[config.mk]
export PLATFORM = sky130hd
export DESIGN_NAME = load_store_unit_flat
export DESIGN_NICKNAME = d
export VERILOG_FILES = /design/src/rtl/load_store_unit_pkg.sv /design/src/rtl/load_store_unit_if.sv /design/src/rtl/load_store_unit_load_extract.sv /design/src/rtl/load_store_unit.sv /design/src/flat_wrapper.sv
export SDC_FILE = /design/constraint.sdc
export NUM_CORES = 1
export LEC_CHECK = 0
export CORE_MARGIN = 2
export CORE_UTILIZATION = 45
export CTS_BUF_LIST = sky130_fd_sc_hd__clkbuf_8
export DETAILED_ROUTE_END_ITERATION = 7
export DONT_BUFFER_PORTS = 1
export PLACE_DENSITY = 0.69
export SYNTH_ARGS = -nofsm -noshare
export SYNTH_HDL_FRONTEND = slang
export SYNTH_SLANG_ARGS = --single-unit
export TNS_END_PERCENT = 1
[constraint.sdc]
create_clock -name clk -period 3 [get_ports clk]
set_input_delay 0.3 -clock clk [delete_from_list [all_inputs] [get_ports clk]]
set_output_delay 0.3 -clock clk [all_outputs]
set_load 0.005 [all_outputs]
[src/rtl/load_store_unit_pkg.sv]
`default_nettype none
// ============================================================================
// Module      : load_store_unit_pkg
// Description : Shared funct3 encodings, LSU state encoding and access-rule
//               helpers for the load/store unit.
// Revision    : 1.0 - initial release
// ============================================================================
package load_store_unit_pkg;

    localparam logic [2:0] c_F3_LB  = 3'b000;
    localparam logic [2:0] c_F3_LH  = 3'b001;
    localparam logic [2:0] c_F3_LW  = 3'b010;
    localparam logic [2:0] c_F3_LBU = 3'b100;
    localparam logic [2:0] c_F3_LHU = 3'b101;
    localparam logic [2:0] c_F3_SB  = 3'b000;
    localparam logic [2:0] c_F3_SH  = 3'b001;
    localparam logic [2:0] c_F3_SW  = 3'b010;

    localparam logic [1:0] c_LSU_IDLE = 2'd0;
    localparam logic [1:0] c_LSU_REQ  = 2'd1;
    localparam logic [1:0] c_LSU_WAIT = 2'd2;
    localparam logic [1:0] c_LSU_DONE = 2'd3;

    typedef enum logic [1:0] {
        S_IDLE = c_LSU_IDLE,
        S_REQ  = c_LSU_REQ,
        S_WAIT = c_LSU_WAIT,
        S_DONE = c_LSU_DONE
    } lsu_state_t;

    // Asserting both directions at once is never a supported access.
    function automatic logic f3_legal(input logic ld, input logic st, input logic [2:0] f3);
        logic ok;
        ok = 1'b0;
        if (ld && !st) begin
            ok = (f3 == c_F3_LB) || (f3 == c_F3_LH) || (f3 == c_F3_LW) ||
                 (f3 == c_F3_LBU) || (f3 == c_F3_LHU);
        end else if (st && !ld) begin
            ok = (f3 == c_F3_SB) || (f3 == c_F3_SH) || (f3 == c_F3_SW);
        end
        return ok;
    endfunction

    function automatic logic is_aligned(input logic [1:0] size, input logic [1:0] off);
        logic ok;
        case (size)
            2'b00:   ok = 1'b1;
            2'b01:   ok = ~off[0];
            2'b10:   ok = (off == 2'b00);
            default: ok = 1'b0;
        endcase
        return ok;
    endfunction

endpackage
`default_nettype wire

[src/rtl/load_store_unit_if.sv]
`default_nettype none
// ============================================================================
// Module      : load_store_unit_if
// Description : Request/response data-memory port between the LSU (master)
//               and the data memory (slave).
// Revision    : 1.0 - initial release
// ============================================================================
interface load_store_unit_if #(
    parameter int ADDR_W = 32
);
    logic              mem_req_valid;
    logic              mem_req_ready;
    logic [ADDR_W-1:0] mem_addr;
    logic              mem_we;
    logic [3:0]        mem_wstrb;
    logic [31:0]       mem_wdata;
    logic              mem_resp_valid;
    logic [31:0]       mem_rdata;

    modport master (
        output mem_req_valid, mem_addr, mem_we, mem_wstrb, mem_wdata,
        input  mem_req_ready, mem_resp_valid, mem_rdata
    );

    modport slave (
        input  mem_req_valid, mem_addr, mem_we, mem_wstrb, mem_wdata,
        output mem_req_ready, mem_resp_valid, mem_rdata
    );
endinterface
`default_nettype wire

[src/rtl/load_store_unit_load_extract.sv]
`default_nettype none
// ============================================================================
// Module      : load_extract
// Description : Selects the addressed byte/half of a read word and sign- or
//               zero-extends it according to the load funct3.
// Revision    : 1.0 - initial release
// ============================================================================
module load_extract
    import load_store_unit_pkg::*;
(
    input  wire logic [31:0] rdata,
    input  wire logic [1:0]  offset,
    input  wire logic [2:0]  funct3,
    output logic      [31:0] data
);

    logic [7:0]  w_byte;
    logic [15:0] w_half;

    always_comb begin
        case (offset)
            2'd0:    w_byte = rdata[7:0];
            2'd1:    w_byte = rdata[15:8];
            2'd2:    w_byte = rdata[23:16];
            default: w_byte = rdata[31:24];
        endcase
        w_half = offset[1] ? rdata[31:16] : rdata[15:0];
    end

    always_comb begin
        case (funct3)
            c_F3_LB:  data = {{24{w_byte[7]}}, w_byte};
            c_F3_LH:  data = {{16{w_half[15]}}, w_half};
            c_F3_LBU: data = {24'd0, w_byte};
            c_F3_LHU: data = {16'd0, w_half};
            default:  data = rdata;
        endcase
    end

endmodule
`default_nettype wire

[src/rtl/load_store_unit.sv]
`default_nettype none
// ============================================================================
// Module      : load_store_unit
// Description : Memory-access stage: one request/response transaction per
//               load/store, pipeline stall, load extraction, fault pulses.
// Revision    : 1.0 - initial release
// ============================================================================
module load_store_unit
    import load_store_unit_pkg::*;
#(
    parameter int ADDR_W = 32
) (
    input  wire logic              clk,
    input  wire logic              rst,
    input  wire logic              in_valid,
    input  wire logic              is_load,
    input  wire logic              is_store,
    input  wire logic [2:0]        funct3,
    input  wire logic [ADDR_W-1:0] addr,
    input  wire logic [31:0]       store_data,
    input  wire logic              flush,
    load_store_unit_if.master      mem,
    output logic                   stall,
    output logic                   out_valid,
    output logic      [31:0]       loaddata,
    output logic                   misaligned,
    output logic                   illegal_access
);

    lsu_state_t        r_state;
    lsu_state_t        w_next;
    logic              r_killed;
    logic [31:0]       r_loaddata;
    logic [ADDR_W-1:0] r_addr;
    logic [2:0]        r_funct3;
    logic              r_we;
    logic [3:0]        r_wstrb;
    logic [31:0]       r_wdata;

    logic              w_idle;
    logic              w_mem_op;
    logic              w_legal;
    logic              w_aligned;
    logic              w_accept;
    logic [3:0]        w_wstrb;
    logic [31:0]       w_wdata;
    logic [31:0]       w_extracted;

    assign w_idle    = (r_state == S_IDLE);
    assign w_mem_op  = in_valid & (is_load | is_store);
    assign w_legal   = f3_legal(is_load, is_store, funct3);
    assign w_aligned = is_aligned(funct3[1:0], addr[1:0]);
    assign w_accept  = w_idle & w_mem_op & w_legal & w_aligned & ~flush;

    // Store lane formatting is done once at acceptance so the request
    // fields are plain registers while the memory holds off ready.
    always_comb begin
        case (funct3[1:0])
            2'b00: begin
                w_wstrb = 4'b0001 << addr[1:0];
                w_wdata = {4{store_data[7:0]}};
            end
            2'b01: begin
                w_wstrb = 4'b0011 << {addr[1], 1'b0};
                w_wdata = {2{store_data[15:0]}};
            end
            default: begin
                w_wstrb = 4'b1111;
                w_wdata = store_data;
            end
        endcase
        if (!is_store) begin
            w_wstrb = 4'b0000;
        end
    end

    always_comb begin
        w_next = r_state;
        case (r_state)
            S_IDLE: if (w_accept)           w_next = S_REQ;
            S_REQ:  if (mem.mem_req_ready)  w_next = S_WAIT;
            S_WAIT: if (mem.mem_resp_valid) w_next = S_DONE;
            S_DONE:                         w_next = S_IDLE;
            default:                        w_next = S_IDLE;
        endcase
    end

    always_ff @(posedge clk or posedge rst) begin
        if (rst) begin
            r_state <= S_IDLE;
        end else begin
            r_state <= w_next;
        end
    end

    always_ff @(posedge clk or posedge rst) begin
        if (rst) begin
            r_addr   <= '0;
            r_funct3 <= 3'd0;
            r_we     <= 1'b0;
            r_wstrb  <= 4'd0;
            r_wdata  <= 32'd0;
        end else if (w_accept) begin
            r_addr   <= addr;
            r_funct3 <= funct3;
            r_we     <= is_store;
            r_wstrb  <= w_wstrb;
            r_wdata  <= w_wdata;
        end
    end

    // A flushed op still runs to completion on the bus; only its
    // architectural effects (loaddata, out_valid) are dropped.
    always_ff @(posedge clk or posedge rst) begin
        if (rst) begin
            r_killed <= 1'b0;
        end else if (w_accept || (r_state == S_DONE)) begin
            r_killed <= 1'b0;
        end else if (flush && ((r_state == S_REQ) || (r_state == S_WAIT))) begin
            r_killed <= 1'b1;
        end
    end

    load_extract u_load_extract (
        .rdata  (mem.mem_rdata),
        .offset (r_addr[1:0]),
        .funct3 (r_funct3),
        .data   (w_extracted)
    );

    always_ff @(posedge clk or posedge rst) begin
        if (rst) begin
            r_loaddata <= 32'd0;
        end else if ((r_state == S_WAIT) && mem.mem_resp_valid && !r_we &&
                     !r_killed && !flush) begin
            r_loaddata <= w_extracted;
        end
    end

    assign mem.mem_req_valid = (r_state == S_REQ);
    assign mem.mem_addr      = {r_addr[ADDR_W-1:2], 2'b00};
    assign mem.mem_we        = r_we;
    assign mem.mem_wstrb     = r_wstrb;
    assign mem.mem_wdata     = r_wdata;

    assign out_valid      = (r_state == S_DONE) & ~r_killed;
    assign loaddata       = r_loaddata;
    assign stall          = ~rst & ((r_state == S_REQ) | (r_state == S_WAIT) | w_accept);
    assign misaligned     = ~rst & w_idle & w_mem_op & w_legal & ~w_aligned;
    assign illegal_access = ~rst & w_idle & w_mem_op & ~w_legal;

    a_no_resp_on_handshake : assert property (
        @(posedge clk) disable iff (rst)
        !((r_state == S_REQ) && mem.mem_req_ready && mem.mem_resp_valid)
    );

endmodule
`default_nettype wire

[src/flat_wrapper.sv]
// flat-port wrapper written by rule: the top's interface ports become plain ports
module load_store_unit_flat import load_store_unit_pkg::*;
#(
    parameter int ADDR_W = 32
)
  (clk, rst, in_valid, is_load, is_store, funct3, addr, store_data, flush, stall, out_valid, loaddata, misaligned, illegal_access, mem_mem_req_valid, mem_mem_addr, mem_mem_we, mem_mem_wstrb, mem_mem_wdata, mem_mem_req_ready, mem_mem_resp_valid, mem_mem_rdata);
  load_store_unit_if #(.ADDR_W(ADDR_W)) mem_i ();
  input  wire logic clk;
  input  wire logic rst;
  input  wire logic in_valid;
  input  wire logic is_load;
  input  wire logic is_store;
  input  wire logic [2:0] funct3;
  input  wire logic [ADDR_W-1:0] addr;
  input  wire logic [31:0] store_data;
  input  wire logic flush;
  output logic stall;
  output logic out_valid;
  output logic      [31:0] loaddata;
  output logic misaligned;
  output logic illegal_access;
  output wire logic [$bits(mem_i.mem_req_valid)-1:0] mem_mem_req_valid;
  output wire logic [$bits(mem_i.mem_addr)-1:0] mem_mem_addr;
  output wire logic [$bits(mem_i.mem_we)-1:0] mem_mem_we;
  output wire logic [$bits(mem_i.mem_wstrb)-1:0] mem_mem_wstrb;
  output wire logic [$bits(mem_i.mem_wdata)-1:0] mem_mem_wdata;
  input wire logic [$bits(mem_i.mem_req_ready)-1:0] mem_mem_req_ready;
  input wire logic [$bits(mem_i.mem_resp_valid)-1:0] mem_mem_resp_valid;
  input wire logic [$bits(mem_i.mem_rdata)-1:0] mem_mem_rdata;
  assign mem_mem_req_valid = mem_i.mem_req_valid;
  assign mem_mem_addr = mem_i.mem_addr;
  assign mem_mem_we = mem_i.mem_we;
  assign mem_mem_wstrb = mem_i.mem_wstrb;
  assign mem_mem_wdata = mem_i.mem_wdata;
  assign mem_i.mem_req_ready = mem_mem_req_ready;
  assign mem_i.mem_resp_valid = mem_mem_resp_valid;
  assign mem_i.mem_rdata = mem_mem_rdata;
  load_store_unit #(.ADDR_W(ADDR_W)) u_core (.clk(clk), .rst(rst), .in_valid(in_valid), .is_load(is_load), .is_store(is_store), .funct3(funct3), .addr(addr), .store_data(store_data), .flush(flush), .mem(mem_i), .stall(stall), .out_valid(out_valid), .loaddata(loaddata), .misaligned(misaligned), .illegal_access(illegal_access));
endmodule
==> flow_metrics.tcl <==
set metrics [dict create \
    arrival_ps 2290 \
    layout.cells.most_common "nand2_1" \
    cts-root-buf "clkbuf_8" \
    rows 39 \
    max_freq_mhz 386 \
    synth.avg_cell_area_um2 8.55 \
    port_buffers 0 \
    placed_cell_area_um2 5140 \
    postRouteAntennaNets 0 \
    grt_usage 0.206 \
    relSlewSlack 0.365 \
    endpoint "stall" \
    die_x_um 112 \
    ys_types 35 \
    power.leakage_uw 0.00263 \
    hold_class "primary input to register" \
    gp_congestion 0.872 \
    crit_type "register to primary output" \
    power.density_nw_per_um2 832 \
    cp-startpoint "u_core.r_state[0]" \
    drive_gt1_frac 0.0544 \
    synthCells 616 \
    holdBufCountCts 1 \
    setup_violations 0 \
    setup_tns_ps 0 \
    die_y_um 112 \
    routed_via_density 5.58 \
    timing.hold.ws_ps 40.2 \
    clock-sinks 107 \
    crit_path_end_kind "primary output" \
    most-common-layout-cells "nand2_1 (212), dfrtp_1 (107), o21ai_0 (48), nor2_1 (37), a21oi_1 (27)" \
    ff2ff_path_depth 8 \
    rrSetupSlack_ps 680 \
    numCtsBuffers 9 \
    critical_path.cell_chain "inv_1 > ha_1 > o211ai_1 > a211oi_2 > o21a_2 > nor2_1 > nor2_1" \
    insertion_delay_ps 360 \
    dr.first_iter.drc_count 272 \
    crit_buf_inv 1 \
    path_max_fanout 18 \
    cp-start-kind "register" \
    crit_family "compound AO/OA/AOI/OAI gates" \
    grt_overflow 0 \
    hold_violations 0 \
    yosys.area.top_type_share 0.508 \
    ir_drop_uv 354 \
    clk_pin_slew_ps 100 \
    syn2layout_area_growth_pct 1.40 \
    yosys_register_bits 107 \
    yosys_warnings 0 \
    min_period_ps 2590 \
    cp_num_cells 7 \
    nets 677 \
    core-area_um2 11400 \
    drt_wl_total_mm 13.0 \
    worst_pin_slew_ps 953 \
    dp_hpwl_mm 9.37 \
    grt_max_degree 108 \
    status "finished, final reports clean" \
    drc_errors 0 \
    die_area_um2 12600 \
    crit_required_ps 2700 \
    fin_skew_ps 7.84 \
    h-tree-depth 3 \
    wl_per_cell_um 18.3 \
    seq_area_frac_synth 0.508 \
    cts_tree "done" \
    synth_top_area_cell "dfrtp_1" \
    cts-resized-gates 0 \
    placed_cells 696 \
    antenna_cells 0 \
    worst_path_max_delay_cell "o21a_2" \
    syn-cell-area_um2 5270 \
    grt_setup_unrepaired "no" \
    min_from "store_data[7]" \
    post-route-period-util 0.863 \
    vias 3975 \
    crit_top_cell "nor2_1" \
    grt_pass1_vias 4092 \
    antenna_found_initial 0 \
    fin_cells 713 \
    synth_area_leaders "dfrtp_1 (51%), nand2_1 (15%), mux2i_1 (4.8%), o21ai_0 (4.6%), buf_4 (4.6%)" \
    cts_setup_buffers 0 \
    max-cap-violations 0 \
    cts_max_path_buffers 2 \
    reg2reg_from "u_core.r_state[0]" \
    design_area_um2 5340 \
    slew_violations 0 \
    dr.pass1.iters 6 \
    grt_pass1_wl_mm 20.9 \
    io_pins 213 \
    cpPeakStageDelay_ps 460 \
    start_util 0.461 \
    r2r-end "u_core.r_addr[24]" \
]
[Yosys cell counts]
cell	count
mux2i_1	25
inv_1	14
a211oi_1	1
nand3_1	1
buf_6	2
a21o_1	10
or2_2	1
o22ai_1	7
nor2_1	37
mux4_2	1
a2111oi_2	1
dfrtp_1	107
a221oi_1	8
nand2b_1	5
o21a_1	1
nand2_1	212
nor3_1	10
clkbuf_1	37
a21oi_1	27
o21ai_0	48
conb_1	1
nor4b_1	1
mux2_2	1
o211ai_1	1
o31ai_1	1
a31oi_1	7
or3_1	2
a222oi_1	1
nor2b_1	5
buf_4	32
o21ai_2	1
and4_1	1
ha_1	5
a211oi_2	1
mux2_1	1
[worst register-to-register path, stage by stage (launching register included)]
cell	delay, ps
dfrtp_1	420
inv_1	140
ha_1	210
o211ai_1	150
a211oi_2	340
o21a_2	460
buf_4	360
nand2_1	110
nand2_1	70
[layout make-up]
type / instances / area, µm²
Sequential cell: 107 / 2680
Clock inverter: 5 / 36.3
Tap cell: 143 / 179
Fill cell: 1112 / 6080
Clock buffer: 11 / 151
Timing Repair Buffer: 8 / 87.6
Multi-Input combinational cell: 425 / 2150
Inverter: 14 / 56.3
[per-layer routing]
metal	vias to the layer above	share of wire	GRT usage	wire, µm
met5	-	0	0	0
met4	0	0.021	0.0797	278
met3	25	0.10	0.0842	1350
met2	181	0.49	0.341	6340
met1	1897	0.39	0.242	5080
li1	1872	-	-	-
[cell families (layout without fill, tap and decap cells)]
| kind of cell | after synthesis | after routing | synth area share |
|---|---|---|---|
| flops | 107 | 107 | 0.508 |
| fa+ha+maj | 5 | 5 | 0.0119 |
| simple gates | 275 | 275 | 0.207 |
| compound gates | 115 | 115 | 0.130 |
| mux | 28 | 28 | 0.0561 |
| other cells | 1 | 2 | 0.000712 |
| buf+inv | 85 | 38 | 0.0862 |
[metrics by stage]
step                      utilization  worst slack [ps]  power, µW
after CTS                       0.468               386       4500
after detailed placement        0.450               700       3650
after global routing            0.468               242       4800
final                           0.468               410       4440
after floorplan                     -               899       3480
after global placement          0.450               851       3570
[registers in the layout, indices dropped and copies added (netlist names)]
signal and flops:
u_core.loaddata 32, u_core.r_funct3 3, u_core.r_killed 1, u_core.r_addr 32, u_core.r_state 2, u_core.mem.mem_wdata 32
u_core.mem.mem_wstrb 4, u_core.mem.mem_we 1
[power by group]
part | internal [µW] | switching (µW)
Clock | 350 | 484
Sequential | 2000 | 521
Combinational | 455 | 634
[how the worst min path moves through the flow]
| stage | endpoint | cells past startpoint |
|---|---|---|
| 6_report | u_core.mem.mem_wdata[7] | 2 |
| 5_1_grt | u_core.r_addr[11] | 2 |
| 4_1_cts | u_core.mem.mem_wdata[7] | 2 |
| 3_5_place_dp | u_core.r_addr[31] | 2 |
| 3_3_place_gp | u_core.r_addr[31] | 2 |
| 2_1_floorplan | u_core.mem.mem_wdata[0] | 2 |
No activity file was read; power rests on OpenSTA's default activity.
